$ cat src/rtl/fft_stream_ctrl.sv
`default_nettype none
// ==========================================================================
// fft_stream_ctrl - valid/ready sequencer around fftmain (two samples/clk).
// Optional FFT_STREAM_CTRL_DRAIN_EN adds i_drain and a zero-flush DRAIN state.
// Rev 1.0
// ==========================================================================
module fft_stream_ctrl #(
  parameter int IWIDTH = 12,
  parameter int OWIDTH = 19,
  parameter int LGN    = 12
) (
  input  logic                i_clk,
  input  logic                i_reset_n,
  input  logic                i_start,
`ifdef FFT_STREAM_CTRL_DRAIN_EN
  input  logic                i_drain,
`endif
  input  logic                s_valid,
  output logic                s_ready,
  input  logic                s_first,
  input  logic [2*IWIDTH-1:0] s_left,
  input  logic [2*IWIDTH-1:0] s_right,
  output logic                fft_reset,
  output logic                fft_ce,
  output logic [2*IWIDTH-1:0] fft_left,
  output logic [2*IWIDTH-1:0] fft_right,
  input  logic                fft_sync,
  input  logic [2*OWIDTH-1:0] fft_oleft,
  input  logic [2*OWIDTH-1:0] fft_oright,
  output logic                m_valid,
  input  logic                m_ready,
  output logic [2*OWIDTH-1:0] m_left,
  output logic [2*OWIDTH-1:0] m_right,
  output logic [LGN-1:0]      m_bin,
  output logic                m_last,
  output logic                o_busy,
  output logic                o_err_align
);

`ifdef FFT_STREAM_CTRL_DRAIN_EN
  typedef enum logic [1:0] {IDLE = 2'd0, ALIGN = 2'd1, STREAM = 2'd2, DRAIN = 2'd3} state_t;
`else
  typedef enum logic [1:0] {IDLE = 2'd0, ALIGN = 2'd1, STREAM = 2'd2} state_t;
`endif

  localparam logic [LGN-1:0] LAST_BIN = {{(LGN-1){1'b1}}, 1'b0};

  state_t           state, state_nxt;
  logic [LGN-2:0]   in_cnt;
  logic [LGN-1:0]   bin_cnt;
  logic             pending;
  logic             in_frame;
  logic             err_align;
  logic             free;
  logic             feed;
  logic             xfer;
  logic             out_take;
  logic             drain_stop;
  logic             hold_out;

  // pending: the FFT outputs moved since the last consumed pair
  assign m_valid   = pending & (fft_sync | in_frame) & ~hold_out;
  assign m_left    = fft_oleft;
  assign m_right   = fft_oright;
  assign m_bin     = fft_sync ? '0 : bin_cnt;
  assign m_last    = (m_bin == LAST_BIN);
  assign out_take  = m_valid & m_ready;
  assign free      = ~m_valid | m_ready;

  assign fft_reset   = (state == IDLE);
  assign o_busy      = (state != IDLE);
  assign o_err_align = err_align;
  assign fft_left    = feed ? s_left  : '0;
  assign fft_right   = feed ? s_right : '0;

`ifdef FFT_STREAM_CTRL_DRAIN_EN
  logic       drain_req;
  logic [3:0] owed;
  logic       frame_in_done;

  // owed counts input frames whose last output bin has not been consumed yet
  assign frame_in_done = xfer & (in_cnt == '1);
  assign drain_stop    = drain_req & (in_cnt == '0);
  assign hold_out      = (state == DRAIN) & (owed == '0);

  always_ff @(posedge i_clk or negedge i_reset_n) begin
    if (!i_reset_n) begin
      drain_req <= 1'b0;
      owed      <= '0;
    end else begin
      drain_req <= (state == STREAM) ? (drain_req | i_drain) : 1'b0;
      if (state == IDLE)
        owed <= '0;
      else
        owed <= owed + 4'(frame_in_done) - 4'(out_take & m_last);
    end
  end
`else
  assign drain_stop = 1'b0;
  assign hold_out   = 1'b0;
`endif

  always_comb begin
    state_nxt = state;
    s_ready   = 1'b0;
    fft_ce    = 1'b0;
    feed      = 1'b0;
    xfer      = 1'b0;
    case (state)
      IDLE: begin
        if (i_start) state_nxt = ALIGN;
      end
      ALIGN: begin
        s_ready = 1'b1;
        feed    = 1'b1;
        if (s_valid && s_first) begin
          fft_ce    = 1'b1;
          xfer      = 1'b1;
          state_nxt = STREAM;
        end
      end
      STREAM: begin
        feed    = 1'b1;
        s_ready = free & ~drain_stop;
        fft_ce  = s_valid & s_ready;
        xfer    = fft_ce;
`ifdef FFT_STREAM_CTRL_DRAIN_EN
        if (drain_stop) state_nxt = DRAIN;
`endif
      end
`ifdef FFT_STREAM_CTRL_DRAIN_EN
      DRAIN: begin
        fft_ce = free & (owed != '0);
        if (owed == '0) state_nxt = IDLE;
      end
`endif
      default: state_nxt = IDLE;
    endcase
  end

  always_ff @(posedge i_clk or negedge i_reset_n) begin
    if (!i_reset_n) begin
      state     <= IDLE;
      in_cnt    <= '0;
      bin_cnt   <= '0;
      pending   <= 1'b0;
      in_frame  <= 1'b0;
      err_align <= 1'b0;
    end else begin
      state <= state_nxt;
      if (state == IDLE) begin
        in_cnt   <= '0;
        bin_cnt  <= '0;
        pending  <= 1'b0;
        in_frame <= 1'b0;
      end else begin
        if (xfer) begin
          in_cnt <= in_cnt + 1'b1;
          if (s_first && in_cnt != '0) err_align <= 1'b1;
        end
        if (fft_ce)
          pending <= 1'b1;
        else if (out_take)
          pending <= 1'b0;
        if (out_take) begin
          if (m_last) begin
            in_frame <= 1'b0;
            bin_cnt  <= '0;
          end else begin
            in_frame <= 1'b1;
            bin_cnt  <= m_bin + LGN'(2);
          end
        end
      end
    end
  end

endmodule
`default_nettype wire
$ cat config.mk
export PLATFORM = sky130hd
export DESIGN_NAME = fft_stream_ctrl
export DESIGN_NICKNAME = d
export VERILOG_FILES = /design/src/rtl/fft_stream_ctrl.sv
export SDC_FILE = /design/constraint.sdc
export NUM_CORES = 1
export LEC_CHECK = 0
export CAP_MARGIN = 0
export CORE_AREA = 2 2 108 110
export DETAILED_ROUTE_END_ITERATION = 6
export DIE_AREA = 0 0 110 112
export DONT_BUFFER_PORTS = 1
export PLACE_DENSITY_LB_ADDON = 0.2
export SETUP_SLACK_MARGIN = 0.15
export SLEW_MARGIN = 20
export SYNTH_ARGS = -nofsm -noshare
export SYNTH_HDL_FRONTEND = slang
export SYNTH_SLANG_ARGS = --single-unit
export TNS_END_PERCENT = 20
$ cat constraint.sdc
create_clock -name i_clk -period 5.3 [get_ports i_clk]
set_input_delay 1.59 -clock i_clk [delete_from_list [all_inputs] [get_ports i_clk]]
set_output_delay 1.59 -clock i_clk [all_outputs]
set_load 0.1 [all_outputs]
# ---- After elaboration in Yosys (flattened, before gate mapping)
# Cells that the tools add are included.
dict set report op_classes {
  addsub 2
  eq_ne 5
  n_mux 21
  bitwise_logic 8
  n_reduce_logical 11
}
# op n
set ops {}
lappend ops {{$mux 12} 4}
lappend ops {{$mux 24} 2}
lappend ops {{$mux 11} 2}
lappend ops {{$add 12x2->12 const B} 1}
lappend ops {{$eq 12x12->1 const B} 1}
lappend ops {{$add 11x1->11 const B} 1}
lappend ops {{$reduce_bool 11->1} 1}
lappend ops {{$mux 1} 8}
lappend ops {{$pmux 2 s3} 1}
lappend ops {{$reduce_and 3->1} 2}
lappend ops {{$reduce_bool 2->1} 3}
lappend ops {{$mux 2} 2}
lappend ops {{$ne 2x2->1 const B} 2}
lappend ops {{$pmux 1 s2} 2}
lappend ops {{$and 1x1->1} 3}
lappend ops {{$not 1->1} 3}
lappend ops {{$reduce_bool 3->1} 1}
lappend ops {{$eq 2x1->1 const B} 1}
lappend ops {{$eq 2x2->1 const B} 1}
lappend ops {{$logic_and 1x1->1} 2}
lappend ops {{$logic_not 2->1} 1}
lappend ops {{$or 1x1->1} 2}
lappend ops {{$reduce_or 2->1} 1}
dict set report totals {
  reg_bits 28
  output_inout_bits 143
  elab_cells 53
}

# ---- Depth between registers and ports, before layout
dict set report logic_depth {
  ltp_word 8
  ltp_mapped 8
  ltp_nobuf 7
}

# ---- Least setup slack after synthesis
# OpenSTA, ideal clock, no wires.
dict set report synth_timing {
  path_type {input-to-output}
  start {input fft_sync}
  end {output s_ready}
  arrival_time_ns 3.615
  required_time_ns 3.710
  path_slack_ns 0.095
  path_stages 5
  cell_sequence {buf_6 -> o21a_4 -> or2b_1 -> a21oi_1 -> nor2b_1}
}
dict set report synth_via {
  elab_chain_cells 5
}
# element line
set synth_lines {}
lappend synth_lines {{start, declared} 27} ;# input logic fft_sync,
lappend synth_lines {{$or 1x1->1} 62} ;# assign m_valid = pending & (fft_sync | in_frame) & ~hold_out;
lappend synth_lines {{$and 1x1->1} 62}
lappend synth_lines {{via m_valid} 30} ;# output logic m_valid,
lappend synth_lines {{$not 1->1} 68} ;# assign free = ~m_valid | m_ready;
lappend synth_lines {{$or 1x1->1} 68}
lappend synth_lines {{$pmux 1 s2} 109} ;# case (state)
lappend synth_lines {{end, declared} 19} ;# output logic s_ready,
# The timed path passes the listed nets, and every way through them passes these cells.

# ---- Worst setup path after layout
dict set report layout_timing {
  start {input fft_sync}
  end {output fft_ce}
}
dict set report layout_via {
  elab_chain_cells 6
}
# element line
set layout_lines {}
lappend layout_lines {{$or 1x1->1} 62}
lappend layout_lines {{$and 1x1->1} 62}
lappend layout_lines {{$not 1->1} 68}
lappend layout_lines {{$or 1x1->1} 68}
lappend layout_lines {{$and 1x1->1} 125} ;# fft_ce = s_valid & s_ready;
lappend layout_lines {{$pmux 1 s2} 109}
lappend layout_lines {{end, declared} 24} ;# output logic fft_ce,
# No other way between the ends.

==> metrics <==
fin crit period 4.51 ns; cts-stage hold buffer count 0; CTS max path bufs 2; routed via count ~1900; CTS buffer count 3; die area 12300 sq um; core area 11200 sq um; final-report max-slew violation count 0; CTS sink cnt 28; Worst-Margin Slew around 1 ns; final setup fails 0; Clock transition at path regs about 0.070 ns; HP Class reg2reg; DR vias/cell 4.75; Rows 39; Initial Util a little under a quarter; RSZ-0062 raised after global routing false; EDFF count, synth 0; CTS tree done; Die W about 110 um; fraction of registers with async set or reset after synthesis between 90% and 100%; total gr overflow 0; Syn Inst Count about 320; fill count 1215; worst setup margin 0.791 ns; Post-CTS Setup Inserts 0; CP top delay family compound AO/OA/AOI/OAI gates; f_max between 200 and 250 MHz; GRT Resource Usage Total 12.9%; Cell Area, Synth 2570 sq um; CP max FO 19; Area growth syn-to-layout -4.58%; Final #Nets 398; # resized after CTS 0; Worst Hold Slack between 0.5 and 0.6 ns; area share of the leading cell type in the synthesized netlist ~27%; dominant synthesized flop cell dfrtp_1; clk root buf clkbuf_16; worst path bufs/invs 2; largest net degree at the start of global routing 51; Initial DRC Count 140; CP Launch Type input port; Post-Syn Nets 453; Netlist cell types 45; count leader, synth buf_4; Placed Area between 2000 and 2500 sq um; DP HPWL between 6 and 7 mm; Max Cap Viol 0; Final Hold Fails 0; detailed-route wire length ~8.3 mm; Synth area leaders dfrtp_1, buf_4, and2_1; Final Skew 0.00327 ns; DRC 0; Routed wire per std cell slightly above 20 um; worst slack, placed between 0.7 and 0.8 ns; H-tree Lvls 1; I/O pin count around 270; synth cell count leaders buf_4, and2_1, dfrtp_1, nand2_1, a21oi_1; gp weighted congestion ~0.78; Ys Warns 0; Die Height ~110 um; CP max stage cell a211o_2; #FFs+latches synth 28; global-route wire length before repair approximately 12 mm; final non-filler cell area ~2400 sq um; vias in the first global route around 1900; ratio of cells with drive above 1 in the final layout 18.5%; initial antenna violation count 1; Worst path max stage delay 0.45 ns; Final Cycle Share 85.1%; Detail Route Antenna Nets 0; area leader, netlist dfrtp_1; Worst setup EP type output port; outcome finished, final reports clean; CP arrival between 2 and 3 ns; CP Class in2out; Clock Latency Late Sink 0.27 ns; CP required about 3.7 ns; first drt pass iteration count 4; CP cell instances o21a_4 > a211o_2 > inv_1 > buf_4; IO Port Bufs 0; setup_tns 0 ns; sequential area share after synthesis approximately 27%; Slew Limit Headroom 32.5%; Synth Area per Inst 8.12 sq um
==> metal layers <==
layer | part of all wire [%] | track usage, % | vias up
met3 | 9.4 | 4.04 | 14
met5 | 0 | 0 | -
met1 | 40 | 15.3 | 929
li1 | - | - | 885
met2 | 49 | 21.7 | 93
met4 | 1.6 | 4.64 | 0
==> through the flow <==
step           util, %  std cells
6_report          21.9        404
5_1_grt           21.9        404
4_1_cts           21.9        403
3_5_place_dp      21.1        399
3_3_place_gp      21.1        399
2_1_floorplan        -        316
==> worst reg2reg max path: cells and delay by family, from the launching register on <==
family / cells / cell delay, ns
compound gates: 2 / 0.55
fa+ha+maj: 1 / 0.27
buf+inv: 2 / 0.39
flops: 1 / 0.37
simple gates: 2 / 0.64
==> path summary, 6_finish.rpt <==
kind	startpoint	to	slack (ns)	cells past startpoint
setup / recovery	fft_sync	fft_ce	0.79	4
hold / removal	bin_cnt[11]$_DFFE_PN0P_	bin_cnt[11]$_DFFE_PN0P_	0.53	1
setup reg to reg	state[0]$_DFFE_PN0P_	in_cnt[10]$_DFFE_PN0P_	2.99	7
hold reg to reg	bin_cnt[11]$_DFFE_PN0P_	bin_cnt[11]$_DFFE_PN0P_	0.53	1
max in group asynchronous	i_reset_n	state[1]$_DFFE_PN0P_	4.20	0
min in group asynchronous	i_reset_n	bin_cnt[6]$_DFFE_PN0P_	1.01	0
==> cells in the final DEF, fill, tap and decap left out, drive strengths merged, types with 2 or more instances in the layout <==
cell	count
nand2	19
nor2b	11
nand3b	3
nand2b	2
a22o	2
nor2	3
nor4	3
or3	5
inv	9
o31ai	3
buf	28
dfrtp	28
and3	5
ha	6
and2b	2
o21ai	12
xnor2	2
nand3	11
a31oi	7
clkbuf	4
nor3	2
or4	6
nand4	4
and2	50
o211ai	3
a21oi	16
==> registers in the layout (all words and copies together) (netlist names) <==
name / count
o_err_align: 1
in_frame: 1
pending: 1
bin_cnt: 12
in_cnt: 11
state: 2
==> cells by family after synthesis <==
family	synth area share [%]
muxes	0.439
xor gates and xnor gates	1.02
adders and majority gates	2.92
buffers and inverters	25.7
and+or+nand+nor	29.7
AOI/OAI and AO/OA	13.0
DFF	27.3
==> layout make-up <==
| class | instances | area (sq um) | share of cell area, % |
|---|---|---|---|
| antenna | 1 | 2.50 | 0.102 |
| clock buffer | 4 | 88.8 | 3.63 |
| inverter | 9 | 33.8 | 1.38 |
| multi-input combinational | 191 | 1230 | 50.4 |
| sequential | 28 | 701 | 28.6 |
| tap | 143 | 179 | 7.30 |
| timing repair buffer | 28 | 210 | 8.58 |
Power is not shown: default switching activity piles up to over one toggle a cycle in this logic, so the estimate is an artifact.
